--- src/rtl/alu4_acc_ctrl.sv ---
// alu4_acc_ctrl: accumulator command controller driving an external combinational 4-bit ALU
module alu4_acc_ctrl #(
  parameter int CNT_W = 8
) (
  input  logic             clk,
  input  logic             rst,
  input  logic             cmd_valid,
  output logic             cmd_ready,
  input  logic [3:0]       cmd_op,
  input  logic [3:0]       cmd_data,
  output logic             rsp_valid,
  input  logic             rsp_ready,
  output logic [3:0]       rsp_acc,
  output logic [3:0]       rsp_flags,
  output logic             sticky_v,
  output logic [CNT_W-1:0] op_count,
  output logic             busy,
  output logic [3:0]       alu_a,
  output logic [3:0]       alu_b,
  output logic [2:0]       alu_op,
  input  logic [3:0]       alu_result,
  input  logic             alu_c,
  input  logic             alu_n,
  input  logic             alu_z,
  input  logic             alu_v
);
  typedef enum logic [1:0] {IDLE, EXEC, RESP} state_t;
  state_t state, state_n;
  logic [3:0] op_q, data_q, acc, flags;
  logic accept;
  assign cmd_ready = (state == IDLE) && !rst;
  assign accept    = cmd_valid && cmd_ready;
  assign rsp_valid = state == RESP;
  assign busy      = state != IDLE;
  assign rsp_acc   = acc;
  assign rsp_flags = flags;
  always_comb begin
    state_n = state;
    state_n = state == IDLE ? (accept ? EXEC : IDLE) :
              state == EXEC ? RESP :
              (rsp_ready ? IDLE : RESP);
  end
  always_ff @(posedge clk) begin
    if (rst) begin
      state    <= IDLE;
      op_q     <= '0;
      data_q   <= '0;
      acc      <= '0;
      flags    <= '0;
      sticky_v <= 1'b0;
      op_count <= '0;
      alu_a    <= '0;
      alu_b    <= '0;
      alu_op   <= '0;
    end else begin
      state <= state_n;
      if (accept) begin
        op_q   <= cmd_op;
        data_q <= cmd_data;
        alu_a  <= acc;
        alu_b  <= cmd_data;
        alu_op <= cmd_op[2:0];
      end
      if (state == EXEC) begin
        if (!op_q[3]) begin
          acc      <= alu_result;
          flags    <= {alu_c, alu_n, alu_z, alu_v};
          sticky_v <= sticky_v | alu_v;
          op_count <= op_count + {{(CNT_W-1){1'b0}}, ~&op_count};
        end else if (op_q == 4'b1000) begin
          acc   <= data_q;
          flags <= {1'b0, data_q[3], data_q == 4'd0, 1'b0};
        end else if (op_q == 4'b1001) begin
          flags    <= '0;
          sticky_v <= 1'b0;
        end
      end
    end
  end
endmodule

--- config.mk ---
export PLATFORM = sky130hd
export DESIGN_NAME = alu4_acc_ctrl
export DESIGN_NICKNAME = d
export VERILOG_FILES = /design/src/rtl/alu4_acc_ctrl.sv
export SDC_FILE = /design/constraint.sdc
export NUM_CORES = 1
export LEC_CHECK = 0
export CAP_MARGIN = 15
export CELL_PAD_IN_SITES_DETAIL_PLACEMENT = 1
export CELL_PAD_IN_SITES_GLOBAL_PLACEMENT = 1
export CORE_AREA = 2 2 59 88
export DETAILED_ROUTE_END_ITERATION = 8
export DIE_AREA = 0 0 61 90
export GPL_ROUTABILITY_DRIVEN = 1
export GPL_TIMING_DRIVEN = 0
export PLACE_DENSITY_LB_ADDON = 0.12
export SLEW_MARGIN = 20
export SYNTH_ARGS = -nofsm -noshare
export SYNTH_HDL_FRONTEND = slang
export SYNTH_SLANG_ARGS = --single-unit
export TNS_END_PERCENT = 50
--- constraint.sdc ---
create_clock -name clk -period 2.38 [get_ports clk]
set_input_delay 0.595 -clock clk [delete_from_list [all_inputs] [get_ports clk]]
set_output_delay 0.595 -clock clk [all_outputs]
set_load 0.005 [all_outputs]
Word-level counts from Yosys, hierarchy flattened
Index checks and enable logic that the tools add are counted.

storage, ports and cells
  flip-flop bits (word level) = 34
  bits in latches = 0
  memory bits (writable) = 0
  bits in read-only memories = 0
  input bits = 20
  output and inout bits = 31
  logic and storage cells = 44
  memories kept = 0

operators by class
  add/sub/neg operators = 1
  multiply operators = 0
  div/mod/pow operators = 0
  $lt $le $gt $ge = 0
  equal/unequal tests = 8
  shift-type cells = 0
  muxes and demuxes = 12
  bitwise logic cells = 2
  reduce and logical (&&, ||, !) cells = 12

operator list
  operator                                                                  number
  4-bit two-way mux                                                         5
  8-bit by 1-bit adder with 8-bit output                                    1
  4-bit == test (second input constant)                                     2
  8-bit AND reduction                                                       1
  2-bit two-way mux                                                         3
  2-bit AND reduction                                                       3
  4-bit logical NOT                                                         1
  1-bit two-way mux                                                         4
  2-bit by 1-bit inequality test with 1-bit output (second input constant)  2
  3-bit by 1-bit inequality test with 1-bit output (second input constant)  1
  3-bit AND reduction                                                       1
  2-bit by 1-bit == test with 1-bit output (second input constant)          1
  2-bit == test (second input constant)                                     1
  1-bit logical AND                                                         2
  1-bit logical NOT                                                         2
  2-bit logical NOT                                                         1
  2-bit inequality test (second input constant)                             1
  2-bit nonzero test                                                        1
  1-bit NOT                                                                 1
  1-bit bitwise OR                                                          1

Depth between registers and ports, before layout
Gate-level depths: netlist of the first run.

  depth after elaboration = 5
  gate-level depth with buffers = 7
  gate-level depth less buffers = 7

Worst setup path before layout of the first run
OpenSTA, ideal clock, no wires.

  kind = reg2reg
  start point = reg op_count[3]
  end point = reg op_count[4]
  library setup time = 0.121 ns
  arrival = 1.784 ns
  data required time = 2.259 ns
  slack = 0.475 ns
  stages on the path, launching flop included = 8
  buffers on the path = 0
  cell sequence = dfxtp_1 -> nand4_1 -> or2_2 -> ha_1 -> ha_1 -> and4bb_2 -> nand3_1 -> mux2_2

on the way
  longest elaborated chain between the ends = 3

RTL lines
  what                                        RTL line  source
  from (decl)                                 16        output logic [CNT_W-1:0] op_count,
  from (signal assigned)                      69        op_count <= op_count + {{(CNT_W-1){1'b0}}, ~&op_count};
  8-bit AND reduction                         69
  1-bit logical NOT                           69
  8-bit by 1-bit adder with 8-bit output (*)  69

Every way passes the cells marked *; elsewhere a longest branch is shown, timed or not.
A chain may end at the register's enable or synchronous reset.

Worst setup path in the final report of the first run
  start point = reg state[0]
  end point = out cmd_ready

on the way
  longest elaborated chain between the ends = 2

RTL lines
  what                    RTL line  source
  from (decl)             28        state_t state, state_n;
  from (signal assigned)  56        state <= state_n;
  2-bit logical NOT       31        assign cmd_ready = (state == IDLE) && !rst;
  1-bit logical AND       31
  to (decl)               8         output logic cmd_ready,

Every way passes these cells.

==> flow_summary.json, run 1 <==
{
  "grt_start_max_net_pins": 20,
  "grt_pass1_vias": 1587,
  "drive_above_1_share_pct": 12.8,
  "synthArstFlopShare_pct": 0,
  "cellLeakagePower_nw": 0.763,
  "drc_errors": 0,
  "pre_cts_ws_ns": -0.818,
  "die-area_um2": 5490,
  "vias": 1456,
  "die_w_um": 61,
  "firstDrtPassIters": 4,
  "h-tree-depth": 2,
  "die_h_um": 90,
  "gp_congestion": 0.769,
  "status": "completed",
  "synthDistinctLibCells": 38,
  "cts_setup_buffers": 0,
  "fin_cells": 293,
  "worstPathRequired_ns": 1.78,
  "tritoncts": "yes",
  "slew_headroom_pct": 68.2,
  "diodes": 0,
  "antenna_found_initial": 0,
  "yosys_warnings": 0,
  "ys_ff_latch": 31,
  "hold_viol_final": 0,
  "crit_path_end_kind": "output port",
  "tns_ns": 0,
  "viasPerCell": 4.97,
  "max_freq_mhz": 436,
  "drt_wl_total_um": 4530,
  "syn2layout_area_growth_pct": 46.0,
  "finClkSkew_ns": 0.00639,
  "ys_top_cells_by_count": "dfxtp_1 (31), nand2_1 (27), o21ai_0 (16), a21oi_1 (12), nand3_1 (11)",
  "fin_crit_sh_pct": 96.4,
  "synth.area.top_cells": "dfxtp_1 (43%), nand2_1 (6.9%), o21ai_0 (5.5%)",
  "synth_top_area_share_pct": 42.5,
  "yosys.area.top_type": "dfxtp_1",
  "rsz0062_at_grt": "no",
  "worst_pin_slew_ns": 0.477,
  "num_io_pins": 51,
  "clock_path_buffers": 2,
  "netlist_instances": 172,
  "synth_edf_count": 0,
  "cts_root_buffer": "clkbuf_8",
  "setup-violations-final": 0,
  "path_max_fanout": 10,
  "clock_latency_ns": 0.29,
  "cts.sinks": 31,
  "core.rowCount": 31,
  "cts_resized": 5,
  "ir_worst_vdd_v": 0.000247,
  "syn_avg_cell_area_um2": 8.49,
  "critical_path_class": "reg2out",
  "holdWs_ns": 0.465,
  "ant_nets": 0,
  "grtUsageTotal_pct": 18.4,
  "p_per_area_nw_per_um2": 573,
  "design.core.area_um2": 4770,
  "grt_pass1_wl_um": 7510,
  "clkTransAtPathRegs_ns": 0.06,
  "hp-class": "reg2reg",
  "ys_seq_area_share_pct": 42.5,
  "nets": 249,
  "drt_iter0_markers": 57,
  "grt-ovfl-total": 0,
  "syn_area_um2": 1460,
  "fill_cells": 587,
  "dp_hpwl_um": 3500,
  "numCtsBuffers": 5,
  "setup_slack_ns": 0.0855,
  "syn_nets": 194,
  "synth_flop_cell": "dfxtp_1",
  "period_needed_ns": 2.29,
  "max_cap_viol_count": 0,
  "drv_slew": 0,
  "routedWlPerCell_um": 15.4,
  "portBuffers": 50,
  "reg2reg_setup_slack_ns": 0.28,
  "initial_core_util_pct": 30.6,
  "startpoint_type": "flop",
  "dp.cells": 288,
  "yosysMostFrequentCell": "dfxtp_1",
  "cts_hold_buf": 0,
  "cp.arrival_ns": 1.70
}
-- placed cells by master, fill, tap and decap left out, drive strengths merged, types with 2 or more instances in the layout --
master         Yosys  layout
nor2b              7       7
or2                2       2
o31ai              2       2
inv                2       2
nand2b             2       2
clkbuf             4       9
clkdlybuf4s50      0      49
mux2               4       4
and3               2       2
nand4              2       2
o21ai             16      16
a21oi             12      12
a31oi              5       5
ha                 2       2
nor2               9       9
nand3b             2       2
nor4b              2       2
nand3             11      11
nor4bb             4       4
buf               10       9
nor4               3       3
nand2             27      27
dfxtp             31      31
-- state kept, by name, indices dropped and copies added (netlist names) --
| name | cells |
|---|---|
| rsp_flags | 4 |
| op_count | 8 |
| rsp_acc | 4 |
| alu_op | 2 |
| data_q | 4 |
| state | 2 |
| alu_a | 4 |
| op_q | 2 |
| sticky_v | 1 |
-- logic make-up (layout without fill, tap and decap cells) --
kind of cell	count (synthesis)	after routing	share of synthesized area [%]
and+or+nand+nor	78	78	30.6
xor gates and xnor gates	1	1	0.600
buffers and inverters	16	71	5.83
AOI/OAI and AO/OA	40	40	15.7
adders and majority gates	2	2	1.71
muxes	4	4	3.08
DFF	31	31	42.5
-- final timing paths --
kind,from,to,depth (start not counted)
setup / recovery,state[0],cmd_ready,4
hold reg to reg,alu_a[0],alu_a[0],2
hold / removal,alu_a[0],alu_a[0],2
setup reg to reg,op_count[3],op_count[4],7
-- power breakdown --
group	switching [mW]	leakage [nW]	internal [mW]
registers	0.0359	0.253	0.547
logic	0.0900	0.463	0.125
clock network	0.198	0.0470	0.226
total	0.324	0.763	0.898
-- per-stage QoR --
step	area, µm²	total power, mW	utilization [%]
6_report	2130	1.22	44.7
5_1_grt	2130	1.28	44.7
4_1_cts	2130	1.24	44.7
3_5_place_dp	2040	0.811	42.8
3_3_place_gp	2040	0.807	42.8
2_1_floorplan	1460	0.685	-
-- worst max-delay path, cell delays in order, from the launching register on --
cell and delay (ns):
dfxtp_1 0.35, buf_6 0.16, or2_2 0.31, nor2_1 0.09, clkdlybuf4s50_1 0.50
-- cell type report --
cell class	instances	area, µm²	area share (%)
multi-input combinational	125	754	35.4
sequential	31	622	29.2
timing repair buffer	50	502	23.5
clock buffer	6	82.6	3.87
tap	66	82.6	3.87
buffer	12	76.3	3.58
inverter	2	7.51	0.352
clock inverter	1	5.00	0.235
-- per-layer routing --
layer / vias up / share of wire, % / global-route usage, %
li1: 717 / - / -
met1: 702 / 40 / 21.1
met2: 31 / 55 / 31.4
met3: 6 / 3.2 / 4.03
met4: 0 / 1.9 / 7.61
met5: - / 0 / 0
(Power assumes the default switching activity.)
==> run 2: changes to the inputs <==
--- a/config.mk
+++ b/config.mk
@@ -5,7 +5,7 @@
 export SDC_FILE = /design/constraint.sdc
 export NUM_CORES = 1
 export LEC_CHECK = 0
-export CAP_MARGIN = 15
+export CAP_MARGIN = 0
 export CELL_PAD_IN_SITES_DETAIL_PLACEMENT = 1
 export CELL_PAD_IN_SITES_GLOBAL_PLACEMENT = 1
 export CORE_AREA = 2 2 59 88
==> results of run 2 <==
The final DEF is identical to that of run 1; final timing and power are the same.
